**config.mk**
```make
export PLATFORM = sky130hd
export DESIGN_NAME = fastica_seq_controller
export DESIGN_NICKNAME = d
export VERILOG_FILES = /design/src/rtl/fastica_pkg.sv /design/src/rtl/fastica_cycle_counter.sv /design/src/rtl/fastica_seq_controller.sv
export SDC_FILE = /design/constraint.sdc
export NUM_CORES = 1
export LEC_CHECK = 0
export CORE_MARGIN = 5
export CORE_UTILIZATION = 30
export DETAILED_ROUTE_END_ITERATION = 6
export PLACE_DENSITY = 0.63
export SETUP_SLACK_MARGIN = 0.3
export SLEW_MARGIN = 10
export SYNTH_ARGS = -nofsm -noshare
export SYNTH_HDL_FRONTEND = slang
export SYNTH_HIERARCHICAL = 1
export SYNTH_SLANG_ARGS = --single-unit
```
**constraint.sdc**
```tcl
create_clock -name clk_fastica -period 3.74 [get_ports clk_fastica]
set_input_delay 0.748 -clock clk_fastica [delete_from_list [all_inputs] [get_ports clk_fastica]]
set_output_delay 0.748 -clock clk_fastica [all_outputs]
set_load 0.005 [all_outputs]
```
**src/rtl/fastica_pkg.sv**
```systemverilog
// Shared definitions for the FastICA sequencer: state encoding, clog2 and parameter legality.
package fastica_pkg;

    typedef enum logic [3:0] {
        ST_IDLE    = 4'd0,
        ST_DELAY   = 4'd1,
        ST_ORTH    = 4'd2,
        ST_NORM    = 4'd3,
        ST_FAST    = 4'd4,
        ST_ERR_DLY = 4'd5,
        ST_ERR     = 4'd6,
        ST_MUL     = 4'd7,
        ST_MEM     = 4'd8,
        ST_DONE    = 4'd9
    } state_e;

    function automatic int clog2(input int v);
        int r;
        r = 0;
        for (longint p = 1; p < longint'(v); p = p * 2) begin
            r = r + 1;
        end
        return r;
    endfunction

    // A single component still needs a one-bit index port.
    function automatic int comp_width(input int n);
        return (clog2(n) < 1) ? 1 : clog2(n);
    endfunction

    function automatic bit params_ok(input int num_comp, input int max_iter, input int delay_cyc,
                                     input int mem_depth, input int addr_w, input int iter_w);
        return (num_comp >= 1) && (max_iter >= 1) &&
               (delay_cyc >= 1) && (delay_cyc <= 255) && (mem_depth >= 1) &&
               (addr_w >= 1) && (addr_w <= 62) && (iter_w >= 1) && (iter_w <= 62) &&
               ((longint'(1) << addr_w) >= longint'(mem_depth)) &&
               ((longint'(1) << iter_w) >= longint'(max_iter));
    endfunction

endpackage

```
**src/rtl/fastica_cycle_counter.sv**
```systemverilog
// In-state cycle counter: clears on request, otherwise counts up and saturates at all-ones.
// term_hit_o is a same-cycle compare of the current count against term_i.
module fastica_cycle_counter
#(
    parameter int W = 8
) (
    input  logic         clk_i,
    input  logic         rst_ni,
    input  logic         clr_i,
    input  logic [W-1:0] term_i,
    output logic [W-1:0] cnt_o,
    output logic         term_hit_o
);

    logic [W-1:0] cnt_q;
    logic [W-1:0] cnt_d;

    // Saturating so a very long busy wait can never wrap back to zero.
    always_comb begin
        cnt_d = cnt_q;
        if (clr_i) begin
            cnt_d = '0;
        end else if (cnt_q != '1) begin
            cnt_d = cnt_q + W'(1);
        end
    end

    always_ff @(posedge clk_i or negedge rst_ni) begin
        if (!rst_ni) begin
            cnt_q <= '0;
        end else begin
            cnt_q <= cnt_d;
        end
    end

    assign cnt_o      = cnt_q;
    assign term_hit_o = (cnt_q == term_i);

endmodule

```
**src/rtl/fastica_seq_controller.sv**
```systemverilog
// FastICA top sequencer: ORTH..ERR loop per component, then MUL and MEM write-back, then held DONE.
// Strobes are registered decodes of the next state; busy inputs are only honoured from a state's second cycle.
module fastica_seq_controller
    import fastica_pkg::*;
#(
    parameter int NUM_COMP  = 2,
    parameter int MAX_ITER  = 64,
    parameter int DELAY_CYC = 1,
    parameter int MEM_DEPTH = 128,
    parameter int ADDR_W    = 14,
    parameter int ITER_W    = 8,
    parameter int COMP_W    = comp_width(NUM_COMP)
) (
    input  logic              clk_fastica,
    input  logic              go_fastica,
    input  logic              deflate,
    input  logic              symm_busy,
    input  logic              fast_busy,
    input  logic              error_busy,
    input  logic              isConverge,
    output logic              fastica_busy,
    output logic              go_symm,
    output logic              en_norm,
    output logic              go_fast,
    output logic              en_error,
    output logic              en_mul1,
    output logic              en_mem1,
    output logic              rw,
    output logic [ADDR_W-1:0] address_sel_mem1,
    output logic [COMP_W-1:0] comp_idx,
    output logic [ITER_W-1:0] iter_cnt,
    output logic              timeout,
    output logic              done
);

    localparam int CNT_W = clog2((MEM_DEPTH > 256) ? MEM_DEPTH : 256);

    if (!params_ok(NUM_COMP, MAX_ITER, DELAY_CYC, MEM_DEPTH, ADDR_W, ITER_W)) begin : g_bad_params
        $error("fastica_seq_controller: illegal parameter set");
    end

    state_e             state_q, state_d;
    logic [ITER_W-1:0]  iter_q, iter_d;
    logic [COMP_W-1:0]  comp_q, comp_d;
    logic               timeout_q, timeout_d;
    logic               mode_q;
    logic               converged;

    logic [CNT_W-1:0]   cnt;
    logic [CNT_W-1:0]   cnt_term;
    logic               cnt_hit;
    logic               cnt_clr;
    logic               cnt_nz;

    logic               busy_q, go_symm_q, en_norm_q, go_fast_q, en_error_q;
    logic               en_mul1_q, en_mem1_q, rw_q, done_q;
    logic [ADDR_W-1:0]  addr_q;

    assign cnt_clr  = (state_d != state_q);
    assign cnt_nz   = (cnt != '0);
    assign cnt_term = (state_q == ST_MEM) ? CNT_W'(MEM_DEPTH - 1) : CNT_W'(DELAY_CYC - 1);

    fastica_cycle_counter #(
        .W (CNT_W)
    ) u_cycle_cnt (
        .clk_i      (clk_fastica),
        .rst_ni     (go_fastica),
        .clr_i      (cnt_clr),
        .term_i     (cnt_term),
        .cnt_o      (cnt),
        .term_hit_o (cnt_hit)
    );

    always_comb begin
        state_d   = state_q;
        iter_d    = iter_q;
        comp_d    = comp_q;
        timeout_d = timeout_q;
        converged = 1'b0;
        case (state_q)
            ST_IDLE:    state_d = ST_DELAY;
            ST_DELAY:   if (cnt_hit) state_d = ST_ORTH;
            ST_ORTH:    if (cnt_nz && !symm_busy) state_d = ST_NORM;
            ST_NORM:    state_d = ST_FAST;
            ST_FAST:    if (cnt_nz && !fast_busy) state_d = ST_ERR_DLY;
            ST_ERR_DLY: state_d = ST_ERR;
            ST_ERR: begin
                // Convergence wins even on the first cycle; the iteration limit is a forced convergence.
                if (isConverge) begin
                    converged = 1'b1;
                end else if (cnt_nz && !error_busy) begin
                    if (iter_q == ITER_W'(MAX_ITER - 1)) begin
                        timeout_d = 1'b1;
                        converged = 1'b1;
                    end else begin
                        iter_d  = iter_q + ITER_W'(1);
                        state_d = ST_ORTH;
                    end
                end
            end
            ST_MUL:     state_d = ST_MEM;
            ST_MEM:     if (cnt_hit) state_d = ST_DONE;
            ST_DONE:    state_d = ST_DONE;
            default:    state_d = ST_IDLE;
        endcase

        if (converged) begin
            if (mode_q && (comp_q < COMP_W'(NUM_COMP - 1))) begin
                comp_d  = comp_q + COMP_W'(1);
                iter_d  = '0;
                state_d = ST_ORTH;
            end else begin
                state_d = ST_MUL;
            end
        end
    end

    always_ff @(posedge clk_fastica or negedge go_fastica) begin
        if (!go_fastica) begin
            state_q    <= ST_IDLE;
            iter_q     <= '0;
            comp_q     <= '0;
            timeout_q  <= 1'b0;
            mode_q     <= 1'b0;
            busy_q     <= 1'b0;
            go_symm_q  <= 1'b0;
            en_norm_q  <= 1'b0;
            go_fast_q  <= 1'b0;
            en_error_q <= 1'b0;
            en_mul1_q  <= 1'b0;
            en_mem1_q  <= 1'b0;
            rw_q       <= 1'b0;
            done_q     <= 1'b0;
            addr_q     <= '0;
        end else begin
            state_q    <= state_d;
            iter_q     <= iter_d;
            comp_q     <= comp_d;
            timeout_q  <= timeout_d;
            if (state_q == ST_IDLE) begin
                mode_q <= deflate;
            end
            busy_q     <= (state_d != ST_IDLE) && (state_d != ST_DONE);
            go_symm_q  <= (state_d == ST_ORTH);
            en_norm_q  <= (state_d == ST_NORM);
            go_fast_q  <= (state_d == ST_FAST) || (state_d == ST_ERR_DLY);
            en_error_q <= (state_d == ST_ERR_DLY) || (state_d == ST_ERR);
            en_mul1_q  <= (state_d == ST_MUL) || (state_d == ST_MEM);
            en_mem1_q  <= (state_d == ST_MEM);
            rw_q       <= (state_d == ST_MEM);
            done_q     <= (state_d == ST_DONE);
            // Tracks the in-state count while in MEM, zero everywhere else.
            addr_q     <= ((state_d == ST_MEM) && (state_q == ST_MEM)) ? addr_q + ADDR_W'(1) : '0;
        end
    end

    assign fastica_busy     = busy_q;
    assign go_symm          = go_symm_q;
    assign en_norm          = en_norm_q;
    assign go_fast          = go_fast_q;
    assign en_error         = en_error_q;
    assign en_mul1          = en_mul1_q;
    assign en_mem1          = en_mem1_q;
    assign rw               = rw_q;
    assign address_sel_mem1 = addr_q;
    assign comp_idx         = comp_q;
    assign iter_cnt         = iter_q;
    assign timeout          = timeout_q;
    assign done             = done_q;

endmodule
```
Word-level counts from Yosys, hierarchy flattened. Cells that the tools add are included.

Register bits after elaboration: 45. Bits in latches: 0. Memory bits (writable): 0. ROM bits: 0. Bits of input ports: 7. Output and inout bits: 33. Word-level logic and storage cells: 85. Memories kept: 0.

Add/sub/neg operators: 4. $mul: 0. Div/mod/pow operators: 0. $lt $le $gt $ge: 1. Equal/unequal tests: 22. Shifts and indexed selects: 0. Mux-type cells: 24. Bitwise gates (word level): 1. Reduce and logical (&&, ||, !) cells: 18.

Operator list (number): 8-bit two-way mux (8); 4-bit one-hot mux with 10 select lines (1); 4-bit by 3-bit == test with 1-bit output (second input constant) (8); 4-bit two-way mux (8); 8-bit by 1-bit adder with 8-bit output (second input constant) (2); 4-bit by 2-bit == test with 1-bit output (second input constant) (4); 4-bit == test (second input constant) (4); 14-bit by 1-bit adder with 14-bit output (second input constant) (1); 14-bit two-way mux (1); 8-bit by 6-bit == test with 1-bit output (second input constant) (1); 8-bit by 7-bit == test with 1-bit output (1); 8-bit inequality test (second input constant) (1); 8-bit nonzero test (1); 7-bit two-way mux (1); 1-bit logical AND (6); 4-bit by 1-bit == test with 1-bit output (second input constant) (1); 4-bit zero test (1); 1-bit two-way mux (4); 4-bit inequality test (1); 4-bit inequality test (second input constant) (1); 4-bit AND reduction (1); 4-bit nonzero test (1); 1-bit zero test (3); 1-bit logical OR (3); other kinds (6) (6).

Longest topological paths before layout.
Depth in word-level cells: 9. Gate-level depth with buffers: 13. Depth with buffers taken out: 11.

Cells and area by module. Netlist, hierarchy kept.

By module, submodules not included: fastica_seq_controller (times used 1, cells an instance 183, area an instance 1898.1 um^2, seq. area each 925.9 um^2); fastica_cycle_counter (times used 1, cells an instance 58, area an instance 541.8 um^2, seq. area each 200.2 um^2).

Worst setup path after synthesis. OpenSTA, ideal clock, no wires.

Path kind: reg-to-reg. From: reg state_q[0]. To: reg u_cycle_cnt.cnt_q[4], in the netlist u_cycle_cnt/cnt_o[4]. Setup time: 0.082 ns. Arrival: 3.744 ns. Required time: 3.658 ns. Slack: -0.085 ns. Cell stages (with the launch flop): 14. Buffers on the path: 2. Period minus slack after synthesis: 3.825 ns. Cell sequence: dfrtp_1 clkbuf_1 nor4b_1 xnor2_1 nand4_1 nor2_1 and3b_1 a21oi_1 a32oi_2 a21oi_1 or4_1 buf_1 o21bai_1 a31oi_1.

Cells in the longest elaborated chain, start to end: 8. Elaborated cells on any way between the ends: 25. Classes of those cells: eq/ne: 11; mux: 12; reduce/logical: 2.

RTL lines: from (decl) (RTL line fastica_seq_controller.sv:42) `state_e state_q, state_d;`; from (signal assigned) (RTL line fastica_seq_controller.sv:136) `state_q <= state_d;`; 4-bit == test * (RTL line fastica_seq_controller.sv:61) `assign cnt_term = (state_q == ST_MEM) ? CNT_W'(MEM_DEPTH - 1) : CNT_W'(DELAY_CYC - 1);`; 7-bit two-way mux * (RTL line fastica_seq_controller.sv:61); named net cnt_term[0] (RTL line fastica_seq_controller.sv:50) `logic [CNT_W-1:0] cnt_term;`; 8-bit by 7-bit == test with 1-bit output * (RTL line fastica_cycle_counter.sv:37) `assign term_hit_o = (cnt_q == term_i);`; named net cnt_hit (RTL line fastica_seq_controller.sv:51) `logic cnt_hit;`; 4-bit two-way mux (on tied branches) (RTL line fastica_seq_controller.sv:102, fastica_seq_controller.sv:82); 4-bit one-hot mux with 10 select lines * (RTL line fastica_seq_controller.sv:80) `case (state_q)`; 4-bit two-way mux * (RTL line fastica_seq_controller.sv:107) `if (converged) begin`; 4-bit inequality test * (RTL line fastica_seq_controller.sv:59) `assign cnt_clr = (state_d != state_q);`; named net cnt_clr (RTL line fastica_seq_controller.sv:52) `logic cnt_clr;`; 8-bit two-way mux or 2-bit nonzero test (tied branches); to (signal assigned) (RTL line fastica_cycle_counter.sv:32) `cnt_q <= cnt_d;`; to (decl) (RTL line fastica_cycle_counter.sv:15) `logic [W-1:0] cnt_q;`.

The timed path passes the listed nets; every way through them passes the cells marked *. A chain may end at the register's enable or synchronous reset.

Worst setup path in the final report.
From: reg state_q[2]. To: reg u_cycle_cnt.cnt_q[4], in the netlist u_cycle_cnt/cnt_o[4].

Same word-level chain as after synthesis.

==> results by group <==
Logic synthesis
  • Combined area of all synthesized cells: 2440 um2
  • Number of distinct library cell variants in the gate-level netlist after synthesis: 59
  • Syn Inst Count: 241
  • Combinational family with the most area after synthesis: simple AND/OR/NAND/NOR gates
  • Simple-gate area share of the yosys netlist: 26.4%
  • Post-synthesis mux area share: 0.410%
  • Post-Syn Area per Cell: 10.1 um2
  • Share of synthesized area occupied by flip-flops and latches: 46.2%
  • Seq cells post-synth: 45
  • Leading post-synthesis cells by cell area: dfrtp_1 46%, nor2_1 4.8%, xnor2_1 4.7%
  • Share of the synthesized area in the top cell type: 46.2%
  • Net count after synthesis: 251
  • Proportion of register bits with asynchronous set or reset after synthesis: 100%
  • Count of flip-flops with a built-in enable after synthesis: 0
  • Fraction of synthesized cell area in xor and xnor cells: 7.90%
  • Top cell type by total area after synthesis: dfrtp_1
  • Compound-cell area share of the yosys netlist: 13.7%
  • Primary flip-flop cell chosen by synthesis mapping: dfrtp_1
  • Synthesis warning total: 6
  • Post-Synth Adder-Cell Area: 1.54%

Layout
  • Non-filler instance count after layout: 379
  • Final cell utilization of the core: 38.4%
  • Ratio of cells with drive above 1 in the final layout: 10.1%
  • Most used cells in the layout excluding fill and tap cells: 44 x dfrtp_1, 38 x clkdlybuf4s50_1, 30 x nor2_1
  • Fin nets: 286
  • Most common library cell in the layout ignoring fill and taps: dfrtp_1
  • Fill cell instance count of the final layout: 791
  • Area Growth Syn to Fin: 22.9%
  • Finished Cell Area: 3000 um2
  • Antenna Cells: 0

Floorplanning
  • Area of the placeable core: 7810 um2
  • I/O pin total: 40
  • Full die area: 10000 um2
  • Height of the die: 100 um
  • Initial cell density of the core: 31.3%
  • Horiz. Die Dim: 100 um
  • FP Rows: 32

Place
  • Final RePlAce weighted congestion: 0.860
  • Cell total after placement: 371
  • Placed instance area: 2890 um2
  • Post-DP HPWL: 3850 um
  • # port buffers: 39

Run status
  • Result of the run: completed

Timing
  • Minimum clock period: 3070 ps
  • Final period util: 82.1%
  • Unrepaired setup endpoints after global routing: no
  • Final setup violation count: 0
  • Final slew viol count: 0
  • Final hold viol count: 0
  • Worst slew slack as a fraction of its limit: 33.3%
  • Worst-Margin Slew: 1000 ps
  • Sum Neg Setup Slack: 0 ps
  • Fin Clk Skew: 8.77 ps
  • Max frequency: 0.326 GHz

CTS
  • Clock slew at the register clock pins of the worst setup and hold paths: 80 ps
  • Clock tree from TritonCTS: built
  • Number of buffers inserted during clock tree synthesis: 5
  • Number of hold-repair buffers added at the cts stage: 0
  • Clk Tree Root Cell: clkbuf_8
  • Insertion delay to the later sink of the worst-skew pair: 290 ps
  • Clock Path Buffers: 2
  • Htree depth: 2
  • Sinks on Clock Net: 45

Detailed routing
  • Sum of routed wire length over all layers: 5390 um
  • First DRT Iteration DRCs: 91
  • Avg WL per Cell: 14.2 um
  • Vias per cell: 5.06
  • Routed vias: 1919
  • First drt pass iteration count: 4
  • DRC violations left: 0
  • Detail Route Antenna Nets: 0

Hold path
  • Min-Delay Path Class: reg -> reg

Worst setup path
  • Reg2Reg Setup Slack: 670 ps
  • Critical Path Stages: 12
  • Slowest CP cell: dfrtp_1
  • Setup crit end: u_cycle_cnt/cnt_o[4]
  • Worst-path cell chain: nor4b_2 -> buf_4 -> xnor2_1 -> nand4_1 -> nor2_2 -> and3b_1 -> a21oi_1 -> a32oi_2 -> a21oi_1 -> or4_4 -> o21bai_1 -> a31oi_1
  • Stage delay of the slowest cell on the critical path: 520 ps
  • Endpoint of the worst register-to-register path: u_cycle_cnt/cnt_o[4]
  • Most prevalent standard cell on the critical path: a21oi_1
  • Count of buffering cells on the critical path with inverters included: 1
  • Top delay family on crit path: simple AND/OR/NAND/NOR gates
  • Worst setup path start: state_q[2]
  • Type of destination of the critical path: flip-flop
  • CP arrival: 3280 ps
  • WP data required: 3950 ps
  • R2R cell count: 12
  • CP Max Fanout: 11
  • Launch point of the worst reg-to-reg path: state_q[2]
  • Startpoint type of the worst setup path: flip-flop
  • Critical setup path kind: reg -> reg

Global routing
  • Initial antenna violation count: 0
  • Global-route wire length before repair: 9200 um
  • Overall track demand over capacity in global routing: 11.3%
  • Maximum number of pins on one net before global-route repair: 46
  • Final global-route overflow total: 0
  • Via count of the first global-routing pass: 1908

Pwr
  • Highest ir drop seen on vdd: 0.000279 V
  • Power Total: 1600 uW
  • Power per cell area: 533 nW/um2
  • Leakage power of the design: 0.00116 uW

Flow run
  • Max Cap Viol: 0
registers in the layout, summed over array words and instances (netlist names):
register / cells
rw: 1
en_mul1: 1
timeout: 1
go_fast: 1
u_cycle_cnt/cnt_o: 8
comp_idx: 1
en_error: 1
address_sel_mem1: 14
iter_cnt: 8
mode_q: 1
go_symm: 1
done: 1
en_norm: 1
state_q: 4
fastica_busy: 1
power by group:
part	switching, uW	total [uW]	internal (uW)
registers	134	701	567
logic	283	568	284
clock network	162	330	167
through the flow:
stage | hold WS, ps | setup WS, ps
after global routing | 518 | 394
final | 475 | 670
after floorplan | 451 | 427
after CTS | 479 | 507
after global placement | 446 | 636
after detailed placement | 459 | 519
routing by layer:
layer	GRT usage, %	vias to the layer above	part of all wire, %
met4	3.73	0	1.0
met1	15.0	920	45
met3	2.85	5	5.5
li1	-	943	-
met2	18.0	51	48
met5	0	-	0
cell families after synthesis:
kind of cell | after synthesis
and+or+nand+nor | 108
AOI/OAI and AO/OA | 45
DFF | 45
xor gates and xnor gates | 22
buffers and inverters | 16
adders and majority gates | 3
other | 1
muxes | 1
final cells by class:
cell class | instances | area [um2] | area share (%)
Clock inverter | 1 | 5.00 | 0.167
Inverter | 4 | 15.0 | 0.501
Timing Repair Buffer | 40 | 393 | 13.1
Tap cell | 102 | 128 | 4.26
Sequential cell | 45 | 1130 | 37.6
Multi-Input combinational cell | 180 | 1230 | 41.2
Clock buffer | 7 | 96.3 | 3.21
repair_timing:
item | CTS | global route
resized for setup | 0 | 3
setup buffers | 0 | 0
setup endpoints to repair | 0 | 5
how the worst min path moves through the flow:
stage	startpoint	to	slack (ps)	cells past startpoint
6_report	timeout	timeout	470	1
4_1_cts	timeout	timeout	480	1
5_1_grt	timeout	timeout	520	1
2_1_floorplan	go_fastica	address_sel_mem1[0]	450	0
3_3_place_gp	timeout	timeout	450	1
3_5_place_dp	timeout	timeout	460	1
Yosys cell counts, drive strengths merged, types with 2 or more instances:
master / instances
dfrtp: 45
nor2: 31
a21oi: 15
nand2: 14
xnor2: 13
buf: 11
nand3: 11
xor2: 9
nor3: 8
and3: 7
nand4: 7
o21ai: 6
nor4: 5
a311oi: 4
inv: 4
nand2b: 4
a31oi: 3
and4: 3
ha: 3
nor4b: 3
o21bai: 3
a21o: 2
nand4bb: 2
nor2b: 2
nor3b: 2
or4: 2
Note: power is estimated with default switching activity, not from simulation.
